`src/rtl/ctech_lib_cdc_pkg.sv`:
```
// ---------------------------------------------------------------------------
// ctech_lib_cdc_pkg
// Shared types and constants for the toggle-handshake CDC transmitter and its
// ack synchronizer.
//   cdc_tx_state_e      : transmitter FSM states
//   CDC_MIN_SYNC_STAGES : floor on synchronizer depth
// ---------------------------------------------------------------------------
package ctech_lib_cdc_pkg;

    typedef enum logic [1:0] {
        IDLE     = 2'd0,
        LAUNCH   = 2'd1,
        WAIT_ACK = 2'd2
    } cdc_tx_state_e;

    localparam int CDC_MIN_SYNC_STAGES = 2;

endpackage

```
`src/rtl/ctech_lib_cdc_ack_sync.sv`:
```
// ---------------------------------------------------------------------------
// ctech_lib_cdc_ack_sync
// Multi-flop synchronizer bringing an asynchronous level into the local clock
// domain. Depth is never allowed below CDC_MIN_SYNC_STAGES.
// Ports:
//   i_clk    : destination clock
//   i_rst_b  : asynchronous active-low reset, clears the whole chain
//   i_async  : asynchronous input (WIDTH bits, each bit independent)
//   o_sync   : synchronized output, STAGES flops after i_async
// ---------------------------------------------------------------------------
module ctech_lib_cdc_ack_sync
    import ctech_lib_cdc_pkg::*;
#(
    parameter int WIDTH  = 1,
    parameter int STAGES = 2
) (
    input  logic             i_clk,
    input  logic             i_rst_b,
    input  logic [WIDTH-1:0] i_async,
    output logic [WIDTH-1:0] o_sync
);

    localparam int STAGES_EFF = (STAGES < CDC_MIN_SYNC_STAGES) ? CDC_MIN_SYNC_STAGES : STAGES;

    // First flop samples an asynchronous signal: keep the chain together and
    // untouched so placement gives it maximum metastability settling time.
    (* ASYNC_REG = "TRUE", DONT_TOUCH = "TRUE", cdc_waiver = "toggle_ack_sync" *)
    logic [STAGES_EFF-1:0][WIDTH-1:0] r_sync;

    // Shift chain: element 0 captures the async input, top element is the output.
    always_ff @(posedge i_clk or negedge i_rst_b) begin
        if (!i_rst_b) begin
            r_sync <= {(STAGES_EFF*WIDTH){1'b0}};
        end else begin
            r_sync <= {r_sync[STAGES_EFF-2:0], i_async};
        end
    end

    assign o_sync = r_sync[STAGES_EFF-1];

endmodule

```
`src/rtl/ctech_lib_cdc_tx_handshake.sv`:
```
// ---------------------------------------------------------------------------
// ctech_lib_cdc_tx_handshake
// Source end of a 2-phase (toggle) req/ack crossing. A word accepted on the
// valid/ready side is held on tx_data, then tx_req_tgl flips one cycle later;
// the next word is accepted only once the synchronized ack matches the req.
// Ports:
//   clk, rst_b          : source clock, asynchronous active-low reset
//   in_valid/in_data    : upstream word; in_ready high only in IDLE
//   tx_data, tx_req_tgl : registered payload and request toggle
//   ack_tgl             : asynchronous ack toggle from the destination
//   done                : one-cycle pulse on transfer completion
//   busy                : transfer in flight
//   err_clr             : clears the sticky error flags
//   timeout_err         : ack not seen within TIMEOUT_CYCLES (0 = disabled)
//   protocol_err        : ack moved while no request was outstanding
// ---------------------------------------------------------------------------
module ctech_lib_cdc_tx_handshake
    import ctech_lib_cdc_pkg::*;
#(
    parameter int WIDTH          = 1,
    parameter int SYNC_STAGES    = 2,
    parameter int TIMEOUT_CYCLES = 0,
    parameter int CNT_W          = 16
) (
    input  logic             clk,
    input  logic             rst_b,
    input  logic             in_valid,
    input  logic [WIDTH-1:0] in_data,
    output logic             in_ready,
    output logic [WIDTH-1:0] tx_data,
    output logic             tx_req_tgl,
    input  logic             ack_tgl,
    output logic             done,
    output logic             busy,
    input  logic             err_clr,
    output logic             timeout_err,
    output logic             protocol_err
);

    localparam bit               TO_EN     = (TIMEOUT_CYCLES > 0);
    localparam int               TO_LAST   = (TIMEOUT_CYCLES > 0) ? (TIMEOUT_CYCLES - 1) : 0;
    localparam logic [CNT_W-1:0] TO_LAST_C = CNT_W'(TO_LAST);
    localparam logic [CNT_W-1:0] CNT_MAX   = {CNT_W{1'b1}};
    localparam logic [CNT_W-1:0] CNT_ZERO  = {CNT_W{1'b0}};
    localparam logic [CNT_W-1:0] CNT_ONE   = CNT_W'(1);

    cdc_tx_state_e    r_state;
    cdc_tx_state_e    w_state_nxt;
    logic [WIDTH-1:0] r_tx_data;
    logic             r_tx_req_tgl;
    logic [CNT_W-1:0] r_cnt;
    logic             r_done;
    logic             r_timeout_err;
    logic             r_protocol_err;

    logic w_ack_s;
    logic w_ack_match;
    logic w_accept;
    logic w_launch;
    logic w_cnt_inc;
    logic w_done_nxt;
    logic w_to_set;
    logic w_pe_set;

    ctech_lib_cdc_ack_sync #(
        .WIDTH  (1),
        .STAGES (SYNC_STAGES)
    ) u_ack_sync (
        .i_clk   (clk),
        .i_rst_b (rst_b),
        .i_async (ack_tgl),
        .o_sync  (w_ack_s)
    );

    // FSM state register.
    always_ff @(posedge clk or negedge rst_b) begin
        if (!rst_b) begin
            r_state <= IDLE;
        end else begin
            r_state <= w_state_nxt;
        end
    end

    // Next-state decode plus the strobes that steer the datapath registers.
    always_comb begin
        w_state_nxt = r_state;
        w_ack_match = (w_ack_s == r_tx_req_tgl);
        w_accept    = 1'b0;
        w_launch    = 1'b0;
        w_cnt_inc   = 1'b0;
        w_done_nxt  = 1'b0;
        w_to_set    = 1'b0;
        w_pe_set    = 1'b0;
        case (r_state)
            IDLE: begin
                // No request outstanding: any ack movement is a protocol fault.
                w_pe_set = ~w_ack_match;
                if (in_valid) begin
                    w_accept    = 1'b1;
                    w_state_nxt = LAUNCH;
                end else begin
                    w_state_nxt = IDLE;
                end
            end
            LAUNCH: begin
                // tx_data has been stable a full cycle; the req flips on this edge.
                w_pe_set    = ~w_ack_match;
                w_launch    = 1'b1;
                w_state_nxt = WAIT_ACK;
            end
            WAIT_ACK: begin
                w_to_set = TO_EN && (r_cnt == TO_LAST_C);
                if (w_ack_match) begin
                    w_done_nxt  = 1'b1;
                    w_state_nxt = IDLE;
                end else begin
                    w_cnt_inc   = (r_cnt != CNT_MAX);
                    w_state_nxt = WAIT_ACK;
                end
            end
            default: begin
                w_state_nxt = IDLE;
            end
        endcase
    end

    // Payload register: loads only on the accept edge.
    always_ff @(posedge clk or negedge rst_b) begin
        if (!rst_b) begin
            r_tx_data <= {WIDTH{1'b0}};
        end else if (w_accept) begin
            r_tx_data <= in_data;
        end
    end

    // Request toggle and saturating wait counter, both restarted at launch.
    always_ff @(posedge clk or negedge rst_b) begin
        if (!rst_b) begin
            r_tx_req_tgl <= 1'b0;
            r_cnt        <= CNT_ZERO;
        end else if (w_launch) begin
            r_tx_req_tgl <= ~r_tx_req_tgl;
            r_cnt        <= CNT_ZERO;
        end else if (w_cnt_inc) begin
            r_cnt <= r_cnt + CNT_ONE;
        end
    end

    // Completion pulse and sticky error flags; a set condition beats err_clr.
    always_ff @(posedge clk or negedge rst_b) begin
        if (!rst_b) begin
            r_done         <= 1'b0;
            r_timeout_err  <= 1'b0;
            r_protocol_err <= 1'b0;
        end else begin
            r_done         <= w_done_nxt;
            r_timeout_err  <= w_to_set ? 1'b1 : (err_clr ? 1'b0 : r_timeout_err);
            r_protocol_err <= w_pe_set ? 1'b1 : (err_clr ? 1'b0 : r_protocol_err);
        end
    end

    assign in_ready     = (r_state == IDLE);
    assign busy         = (r_state != IDLE);
    assign tx_data      = r_tx_data;
    assign tx_req_tgl   = r_tx_req_tgl;
    assign done         = r_done;
    assign timeout_err  = r_timeout_err;
    assign protocol_err = r_protocol_err;

endmodule

```
`config.mk`:
```
export PLATFORM = sky130hd
export DESIGN_NAME = ctech_lib_cdc_tx_handshake
export DESIGN_NICKNAME = d
export VERILOG_FILES = /design/src/rtl/ctech_lib_cdc_pkg.sv /design/src/rtl/ctech_lib_cdc_ack_sync.sv /design/src/rtl/ctech_lib_cdc_tx_handshake.sv
export SDC_FILE = /design/constraint.sdc
export NUM_CORES = 1
export LEC_CHECK = 0
export BUFFER_PORTS_ARGS = -buffer_cell sky130_fd_sc_hd__buf_2
export CAP_MARGIN = 20
export CORE_AREA = 8 8 45 47
export DETAILED_ROUTE_END_ITERATION = 16
export DIE_AREA = 0 0 53 55
export SLEW_MARGIN = 20
export SYNTH_ARGS = -nofsm -noshare
export SYNTH_HDL_FRONTEND = slang
export SYNTH_SLANG_ARGS = --single-unit
```
`constraint.sdc`:
```
create_clock -name clk -period 2.7 [get_ports clk]
set_input_delay 0.54 -clock clk [delete_from_list [all_inputs] [get_ports clk]]
set_output_delay 0.54 -clock clk [all_outputs]
set_load 0.03 [all_outputs]
```
* Word level (Yosys, flattened, before mapping) *
Index checks and enable logic that the tools add are counted.

storage, ports and cells
  register bits = 8
  input bits = 6
  output and inout port bits = 7
  logic and storage cells = 27

operators by class
  equality and inequality tests = 3
  muxes and demuxes = 11
  bitwise logic cells = 2
  reductions and logical operators = 4

operators by type and width
  kind                  count
  $mux W1               9
  $pmux W2 S3           1
  $reduce_bool A2 Y1    2
  $eq A2 B1 Y1 const B  1
  $eq A2 B2 Y1 const B  1
  $logic_not A2 Y1      1
  $mux W2               1
  $not A1 Y1            2
  $reduce_or A2 Y1      1
  $eq A1 B1 Y1          1

* Logic depth before layout (Yosys ltp) *
Gate-level depths: netlist (run 1).

  word-level depth = 4
  gate-level depth with buffers = 2

* Modules after synthesis *
A second synthesis (run 1) with hierarchy kept.

unflattened totals
  cell total of the unflattened synthesis = 22
  area total of the unflattened synthesis = 299.0 um^2

modules (own cells, without submodules)
  module                      times used  cells an instance  area an instance (um^2)  seq. area each (um^2)
  ctech_lib_cdc_tx_handshake  1           20                 249.0                    150.1
  ctech_lib_cdc_ack_sync      1           2                  50.0                     50.0

* Worst setup path after synthesis (run 1) *
No wires, ideal clock.

  path kind = reg2out
  start point = register r_state[1]
  end point = output port in_ready
  arrival time = 1.012 ns
  data required time = 2.160 ns
  setup slack = 1.148 ns
  cell stages (with the launch flop) = 3
  cell sequence = dfrtp_1 -> or2_1 -> inv_1

between the ends
  word-level cells in the longest chain between the ends = 1

RTL lines
  what                      line                               source
  start: declaration        ctech_lib_cdc_tx_handshake.sv:47   cdc_tx_state_e r_state;
  start signal: assignment  ctech_lib_cdc_tx_handshake.sv:80   r_state <= w_state_nxt;
  $logic_not A2 Y1          ctech_lib_cdc_tx_handshake.sv:162  assign in_ready = (r_state == IDLE);
  end: declaration          ctech_lib_cdc_tx_handshake.sv:29   output logic in_ready,

Every way passes these cells.

* Worst setup path in the final report (run 1) *
Ends and elaborated chain as after synthesis.

==> results.txt, run 1 <==
The cell count after placement is 48. The total grt overflow came out at 0. After detailed routing, the number of vias per cell comes to 4.02.

The number of rows in the core area came out at 14. The final critical-path required period came out at 1710 ps. Setup violations remaining at the end of the flow were counted as 0. The clock passes through at most 2 buffers.

The DRC marker count from the first detailed-route iteration is 0. For this configuration, the core starts out at a cell density of 0.216. The number of max-cap violations is 0. The flow ran to the end, and the final reports show no timing, DRC or antenna violations. The total core area is 1380 µm². The largest vdd supply drop is 576 µV. At the end of the flow, the number of nets in the layout was 43. Of the total synthesized cell area, the portion taken by AND, OR, NAND and NOR gates is 0.134.

sky130_fd_sc_hd__dfrtp_1 takes more of the synthesized area than any other cell. The final setup skew is 5.35 ps. The total of hold buffers inserted after clock tree synthesis is 0. The netlist uses 12 different library cells. The hold violation total from the final report is 0. The tree is rooted in a sky130_fd_sc_hd__clkbuf_4.

Of the total synthesized cell area, the portion taken by full adders, half adders and majority gates is 0. Power spread over the standard cell area amounts to 1260 nW/µm². The sum of routed wire length over all layers came out at 527 µm. The main combinational cell family by area after synthesis is simple AND/OR/NAND/NOR gates. In the final routed layout, each cell accounts on average for 10.3 µm. Of the cells placed in the final design, the portion with a size suffix greater than 1 is 0.429. The wire length of the first global-routing pass is 841 µm.

The required time of the critical path came out at 2160 ps. The share of Yosys cell area claimed by the top area cell type came out at 0.669. The count of nets left with antenna violations after detail routing is 0. After clock tree synthesis, the clock-pin slew on the worst setup and hold paths is 50 ps.

The setup TNS came out at 0 ps. The area of the die is 2920 µm². The number of synthesized flops with an enable pin is 0. The number of max-slew violations in the final report came out at 0. The post-CTS setup-driven buffer insertion count came out at 0. The via count of the first global-routing pass was 185.

Yosys printed 0 warnings. The share of the Yosys chip area taken by registers is 0.669. The number of sinks handled by clock tree synthesis is 8.

For this run, the detailed router's first-pass iteration total came to 1. The floorplan step set the die height to 55 µm. TritonCTS built the clock tree. The flip-flop and latch count after synthesis is 8. The worst reg2reg path depth is 2. In the routed design, unresolved DRC markers number 0.

The critical path launch point type is a flop. The die is 53 µm wide. The most used standard cell by instance count after synthesis is sky130_fd_sc_hd__dfrtp_1. The total clock buffers created by CTS came out at 3. The count of input and output buffers is 11. The total number of vias is 205. The worst setup path is of the reg -> out kind. The clock reaches the later pin of the worst-skew pair after 250 ps. The post-synthesis net count came out at 28. For the worst setup path, the data arrival time is 1170 ps.

The fill cell total of the finished layout came out at 148. The most used flip-flop cell after synthesis is sky130_fd_sc_hd__dfrtp_1. The leakage power total came out at 0.199 nW. The number of top-level pins is 13. Once layout is complete, the utilization of the core stands at 0.281.

The depth of the CTS H-tree is 1. The number of antenna violations at the first check in global routing came to 0. After synthesis the cells add up to 299 µm². The xor-xnor portion of the synthesized cell area came out at 0.0586.

Of the available clock period, the critical path in the final layout requires 0.634. The setup check on the worst reg-to-reg path leaves a slack of 1580 ps. The final weighted congestion in routability-driven placement is 0.659. The post-layout instance count excluding filler cells came out at 51.

Entering global routing, the biggest net connects 9 pins. The count of cells resized by post-cts repair is 0. In this run the worst hold path is classified as in -> async. Based on the critical path, the design can be clocked at up to 584 MHz. The critical path capture point type is an output pin.

Yosys attributes the largest share of cell area to sky130_fd_sc_hd__dfrtp_1 67%, sky130_fd_sc_hd__xnor2_1 5.9%, sky130_fd_sc_hd__nand2b_1 4.2%. The synthesized area per cell came out at 13.6 µm². Of all nets on the critical path, the largest fanout is 6. Measured against the total synthesized area, the mux share comes to 0.0377. The number of instances in the synthesized netlist is 22. The share of synthesized flip-flops with an asynchronous set or reset came out at 1.00. Setup repair after global routing left no endpoint under its margin. The global-route usage over all layers came out at 0.0435.

The area growth from synthesis to final layout came out at 30.1%. By count the netlist is led by 8 x sky130_fd_sc_hd__dfrtp_1, 2 x sky130_fd_sc_hd__inv_1, 2 x sky130_fd_sc_hd__nand2b_1, 2 x sky130_fd_sc_hd__xnor2_1. The share of the synthesized area in compound gates (AO/OA/AOI/OAI) came out at 0.0377. 0 antenna diodes ended up in the layout.
-- worst max-delay path, stage by stage, from the launching register on --
cell and delay (ps):
sky130_fd_sc_hd__dfrtp_1 430, sky130_fd_sc_hd__or2_1 260, sky130_fd_sc_hd__inv_1 50, sky130_fd_sc_hd__buf_2 180
-- stage by stage --
step	power, W	cell area, µm²	setup WS, ps	hold WS [ps]
after floorplan	0.000343	299	1150	244
after global placement	0.000403	367	1260	333
after detailed placement	0.000407	367	1250	344
after CTS	0.000496	389	970	121
after global routing	0.000520	389	919	121
final	0.000489	389	987	120
-- placed cells by master, fill, tap and decap left out --
cell                       netlist  final
sky130_fd_sc_hd__buf_2           0     11
sky130_fd_sc_hd__dfrtp_1         8      8
sky130_fd_sc_hd__clkbuf_4        0      3
sky130_fd_sc_hd__inv_1           2      2
sky130_fd_sc_hd__xnor2_1         2      2
sky130_fd_sc_hd__nand2b_1        2      2
sky130_fd_sc_hd__or2_1           1      1
sky130_fd_sc_hd__and3b_1         1      1
sky130_fd_sc_hd__o21ai_1         1      1
sky130_fd_sc_hd__nor3b_2         1      1
sky130_fd_sc_hd__mux2_1          1      1
sky130_fd_sc_hd__o22ai_1         1      1
sky130_fd_sc_hd__conb_1          1      1
-- layout make-up --
class | instances | area, µm² | share of cell area
Timing Repair Buffer | 11 | 55.1 | 0.141
Clock buffer | 3 | 22.5 | 0.0579
Tap cell | 16 | 20.0 | 0.0514
Multi-Input combinational cell | 11 | 83.8 | 0.215
Sequential cell | 8 | 200 | 0.514
Inverter | 2 | 7.51 | 0.0193
-- sequential cells by signal, summed over array words and instances, names as in the netlist --
name and count:
done 1, protocol_err 1, r_state 2, tx_data 1, tx_req_tgl 1, u_ack_sync.o_sync 1, u_ack_sync.r_sync 1
-- cell families after synthesis --
logic type / count (synthesis)
flops: 8
other cells: 1
buf+inv: 3
mux: 1
compound gates: 2
simple gates: 5
xor+xnor: 2
-- worst paths after layout --
check,start,to
setup reg to reg,r_state[1],tx_data
setup / recovery,r_state[1],in_ready
max in group asynchronous,rst_b,r_state[0]
hold / removal,rst_b,r_state[1]
hold reg to reg,u_ack_sync.r_sync[0],u_ack_sync.o_sync
min in group clk,u_ack_sync.r_sync[0],u_ack_sync.o_sync
-- metal layers --
layer / global-route usage / wire (µm)
met3: 0.0561 / 116
met2: 0.0391 / 153
met4: 0.0129 / 0
met1: 0.0542 / 257
met5: 0 / 0
-- report_power, final --
| part | internal, W | switching [W] | total [W] | leakage, nW |
|---|---|---|---|---|
| sequential | 0.000160 | 0.0000338 | 0.000194 | 0.0973 |
| combinational | 0.0000716 | 0.000138 | 0.000209 | 0.0876 |
| clock | 0.0000505 | 0.0000351 | 0.0000856 | 0.0138 |
(Power assumes the default switching activity.)
==> inputs of run 2 (changes only) <==
--- a/config.mk
+++ b/config.mk
@@ -5,6 +5,7 @@
 export SDC_FILE = /design/constraint.sdc
 export NUM_CORES = 1
 export LEC_CHECK = 0
+export ABC_AREA = 1
 export BUFFER_PORTS_ARGS = -buffer_cell sky130_fd_sc_hd__buf_2
 export CAP_MARGIN = 20
 export CORE_AREA = 8 8 45 47
==> constraint.sdc (replaced) <==
create_clock -name clk -period 1.4 [get_ports clk]
set_input_delay 0.28 -clock clk [delete_from_list [all_inputs] [get_ports clk]]
set_output_delay 0.28 -clock clk [all_outputs]
set_load 0.03 [all_outputs]
==> run 2 against run 1 <==
Net effect: worst hold slack gained 23 ps; design area increased by 6.8%; clock-buffer cell count unchanged; largest cell class unchanged.
==> results.txt, run 2 <==
The path class of the tightest hold or removal check is in -> reg. The main combinational cell family by area after synthesis is simple AND/OR/NAND/NOR gates. In the post-synthesis netlist, the biggest area contributors are sky130_fd_sc_hd__dfrtp_1 63%, sky130_fd_sc_hd__nand2_1 9.5%, sky130_fd_sc_hd__inv_1 8.3%.

After detailed routing, the number of remaining DRC violations is 0. The arithmetic-cell share of the synthesized area counting full adders, half adders and majority gates is 0. The synthesized-area fraction occupied by and/or/nand/nor cells is 0.202.

The number of max-slew violations in the final report came out at 0. The proportion of power drawn by the clock network came out at 0.176. The fill cell total of the finished layout is 147.

The switching power is 0.000421 W. The worst setup path is launched from a flop. The maximum buffer depth of the clock tree is 2. The cell area after technology mapping is 315 µm². The pin count of the biggest net entering global routing is 9. The number of synthesized flops with an enable pin came out at 0. In this run the count of I/O pins placed on the die edge is 13. The data arrival time of the worst path came out at 1050 ps.

The proportion of synthesized chip area in sequential cells is 0.635. In the final routed layout, each cell accounts on average for 8.70 µm. The largest vdd supply drop came out at 949 µV. The share of synthesized area in the top cell type comes to 0.635. The initial standard-cell utilization of the core came out at 0.228. The number of max-cap violations came out at 0. The most common cell after layout, fill and taps aside is sky130_fd_sc_hd__buf_2.

The synthesized area per cell came out at 9.55 µm². The synthesized design contains 8 register bits. The setup TNS came out at 0 ps. The origin of the worst setup path is r_state[1]. The final weighted congestion in routability-driven placement is 0.708. The commonest cells after synthesis are 8 x sky130_fd_sc_hd__dfrtp_1, 8 x sky130_fd_sc_hd__nand2_1, 7 x sky130_fd_sc_hd__inv_1. The sum of routed wire length over all layers came out at 548 µm. In this run the core area contains 14 standard-cell rows.

The total core area is 1380 µm². The count of input and output buffers is 11. The floorplan step set the die height to 55 µm. The layout cell share with drive strength beyond 1 is 0.362.

The area of the die came out at 2920 µm². Walking the worst path, the cells encountered are nor2_2 -> buf_2. The count of nets left with antenna violations after detail routing came out at 0.

The total grt overflow came out at 0. Timing would allow up to 753 MHz. The leakage power total came out at 0.241 nW. Between clock sinks in the finished design, the worst skew comes to 6.26 ps. The share of total power dissipated in combinational logic is 0.453. The flip-flop count of the largest register, all copies and words added is 2.

The depth of the CTS H-tree came out at 1. The required time of the critical path is 1120 ps. The via count of the first global-routing pass is 252.

By startpoint and endpoint, the worst setup path is classified as reg -> out. The number of nets in the synthesized netlist is 39. The share of total power dissipated in sequential elements is 0.371. The area used by multi-input combinational logic is 81.3 µm².

The buffering stage count on the worst path with inverters included came out at 1. For this run, the total global-route usage over all layers was measured as 0.0468. On the critical path the largest part of the delay comes from flip-flops. The detailed-placement wirelength estimate is 465 µm. Counting flops per register, the top entry is r_state. The clock reaches the later pin of the worst-skew pair after 250 ps.

The biggest cell delay along the critical path came out at 390 ps. The post-CTS clock slew at the launch and capture registers of the worst setup and hold paths came out at 50 ps. The worst setup path is captured at an output pin.

The area growth from synthesis to final layout came out at 31.7%. For this run, the share of the core covered by cells in the final layout is 0.300. The root buffer cell chosen for the clock tree is sky130_fd_sc_hd__clkbuf_4.

The total clock buffers created by CTS came out at 3. The startpoint of the lowest-slack register-to-register path is r_state[1]. The internal power of the cells is 0.000525 W. The number of unique standard cell types used by synthesis came out at 10. The power density of the placed cells came out at 2280 nW/µm². The largest fanout on the critical path came out at 4. The detailed router finished its first iteration with 2 violations.

The portion of netlist area occupied by mux cells is 0. The number of antenna diodes came out at 0. The run finished with clean final reports. Of the total power, the share spent switching nets is 0.445.

Setup repair after global routing left no endpoint under its margin. The hold violation total from the final report is 0. The number of warnings issued by yosys is 0. The cell with the largest stage delay on the worst path is sky130_fd_sc_hd__dfrtp_1. Across all layers, the routed design uses 243 vias.

The final critical-path required period is 1330 ps. The part of the cycle the worst path needs came out at 0.949. The wire length of the first global-routing pass is 972 µm. Counting every instance in the synthesized netlist gives 33. The cell accounting for the most synthesized area is sky130_fd_sc_hd__dfrtp_1. In the layout the commonest cells are 11 x sky130_fd_sc_hd__buf_2, 8 x sky130_fd_sc_hd__nand2_1, 8 x sky130_fd_sc_hd__dfrtp_1. The total area of sequential cells came out at 200 µm². The number of antenna violations at the first check in global routing is 0. The setup-violating endpoint count in the final report came out at 0. For this run, the leading register cell type out of synthesis is sky130_fd_sc_hd__dfrtp_1. The share of synthesized flip-flops with an asynchronous set or reset is 1.00. After the last flow step, the layout net total stands at 55. The completed layout was analyzed and its total power is 0.000946 W. The critical hold path startpoint is ack_tgl. The share of the synthesized area in compound gates (AO/OA/AOI/OAI) is 0.0159.

The first-pass iteration count of the detailed router came out at 2. The die span in x is 53 µm. The xor-xnor portion of the synthesized cell area came out at 0.0278. The via-per-instance ratio came out at 3.86.

TritonCTS built the clock tree. Counting every sink on the clock net gives 8.
run 2: cell types whose count changed in the layout (fill, tap and decap cells not counted), moves of 2 or more:
cell / previous run / this run
sky130_fd_sc_hd__nand2_1: 0 / 8
sky130_fd_sc_hd__nand2b_1: 2 / 0
sky130_fd_sc_hd__xnor2_1: 2 / 0
sky130_fd_sc_hd__nor2_2: 0 / 2
sky130_fd_sc_hd__nand3_1: 0 / 3
sky130_fd_sc_hd__inv_1: 2 / 7
run 2: kinds of logic after synthesis:
group                  count (synthesis)
AO/OA/AOI/OAI                          1
XOR/XNOR                               1
buffers and inverters                  8
flip-flops                             8
other                                  1
AND/OR/NAND/NOR                       14
run 2: worst paths after layout:
check,slack (ps),cells past startpoint,end
max,70,2,in_ready
min,140,1,u_ack_sync.r_sync[0]
max reg2reg,540,4,tx_data
min reg2reg,340,0,u_ack_sync.o_sync
max in group asynchronous,840,2,tx_req_tgl
min in group asynchronous,390,2,done
run 2: layout make-up:
class,count,share of cell area
Tap cell,16,0.0482
Clock buffer,3,0.0542
Timing Repair Buffer,12,0.157
Inverter,7,0.0633
Multi-Input combinational cell,17,0.196
Sequential cell,8,0.482
run 2: power by group through the flow:
stage | clock (W) | combinational (W) | sequential (W)
final | 0.000167 | 0.000428 | 0.000351
after global routing | 0.000186 | 0.000465 | 0.000361
after CTS | 0.000177 | 0.000437 | 0.000352
after detailed placement | 0 | 0.000432 | 0.000355
after global placement | 0 | 0.000427 | 0.000354
after floorplan | 0 | 0.000209 | 0.000455
run 2: per-stage QoR:
stage	hold slack (ps)	cells	setup slack, ps	instance area (µm²)
5_1_grt	136	63	16.7	415
2_1_floorplan	-15.6	33	130	315
4_1_cts	133	63	53.7	415
3_3_place_gp	130	59	341	383
3_5_place_dp	131	59	337	383
6_report	143	63	71.8	415
run 2: per-layer routing:
metal / global-route usage / vias up / wire [µm]
li1: - / 123 / -
met1: 0.0495 / 105 / 247
met2: 0.0625 / 15 / 199
met3: 0.0321 / 0 / 101
met4: 0.0388 / 0 / 0
met5: 0 / - / 0
run 2: repair_timing:
| item | in CTS | in global routing |
|---|---|---|
| hold buffers | 1 | 0 |
| hold endpoints to repair | 8 | 0 |
| buffers inserted | 0 | 0 |
| gates resized for setup | 0 | 0 |
| setup endpoints to repair | 0 | 0 |
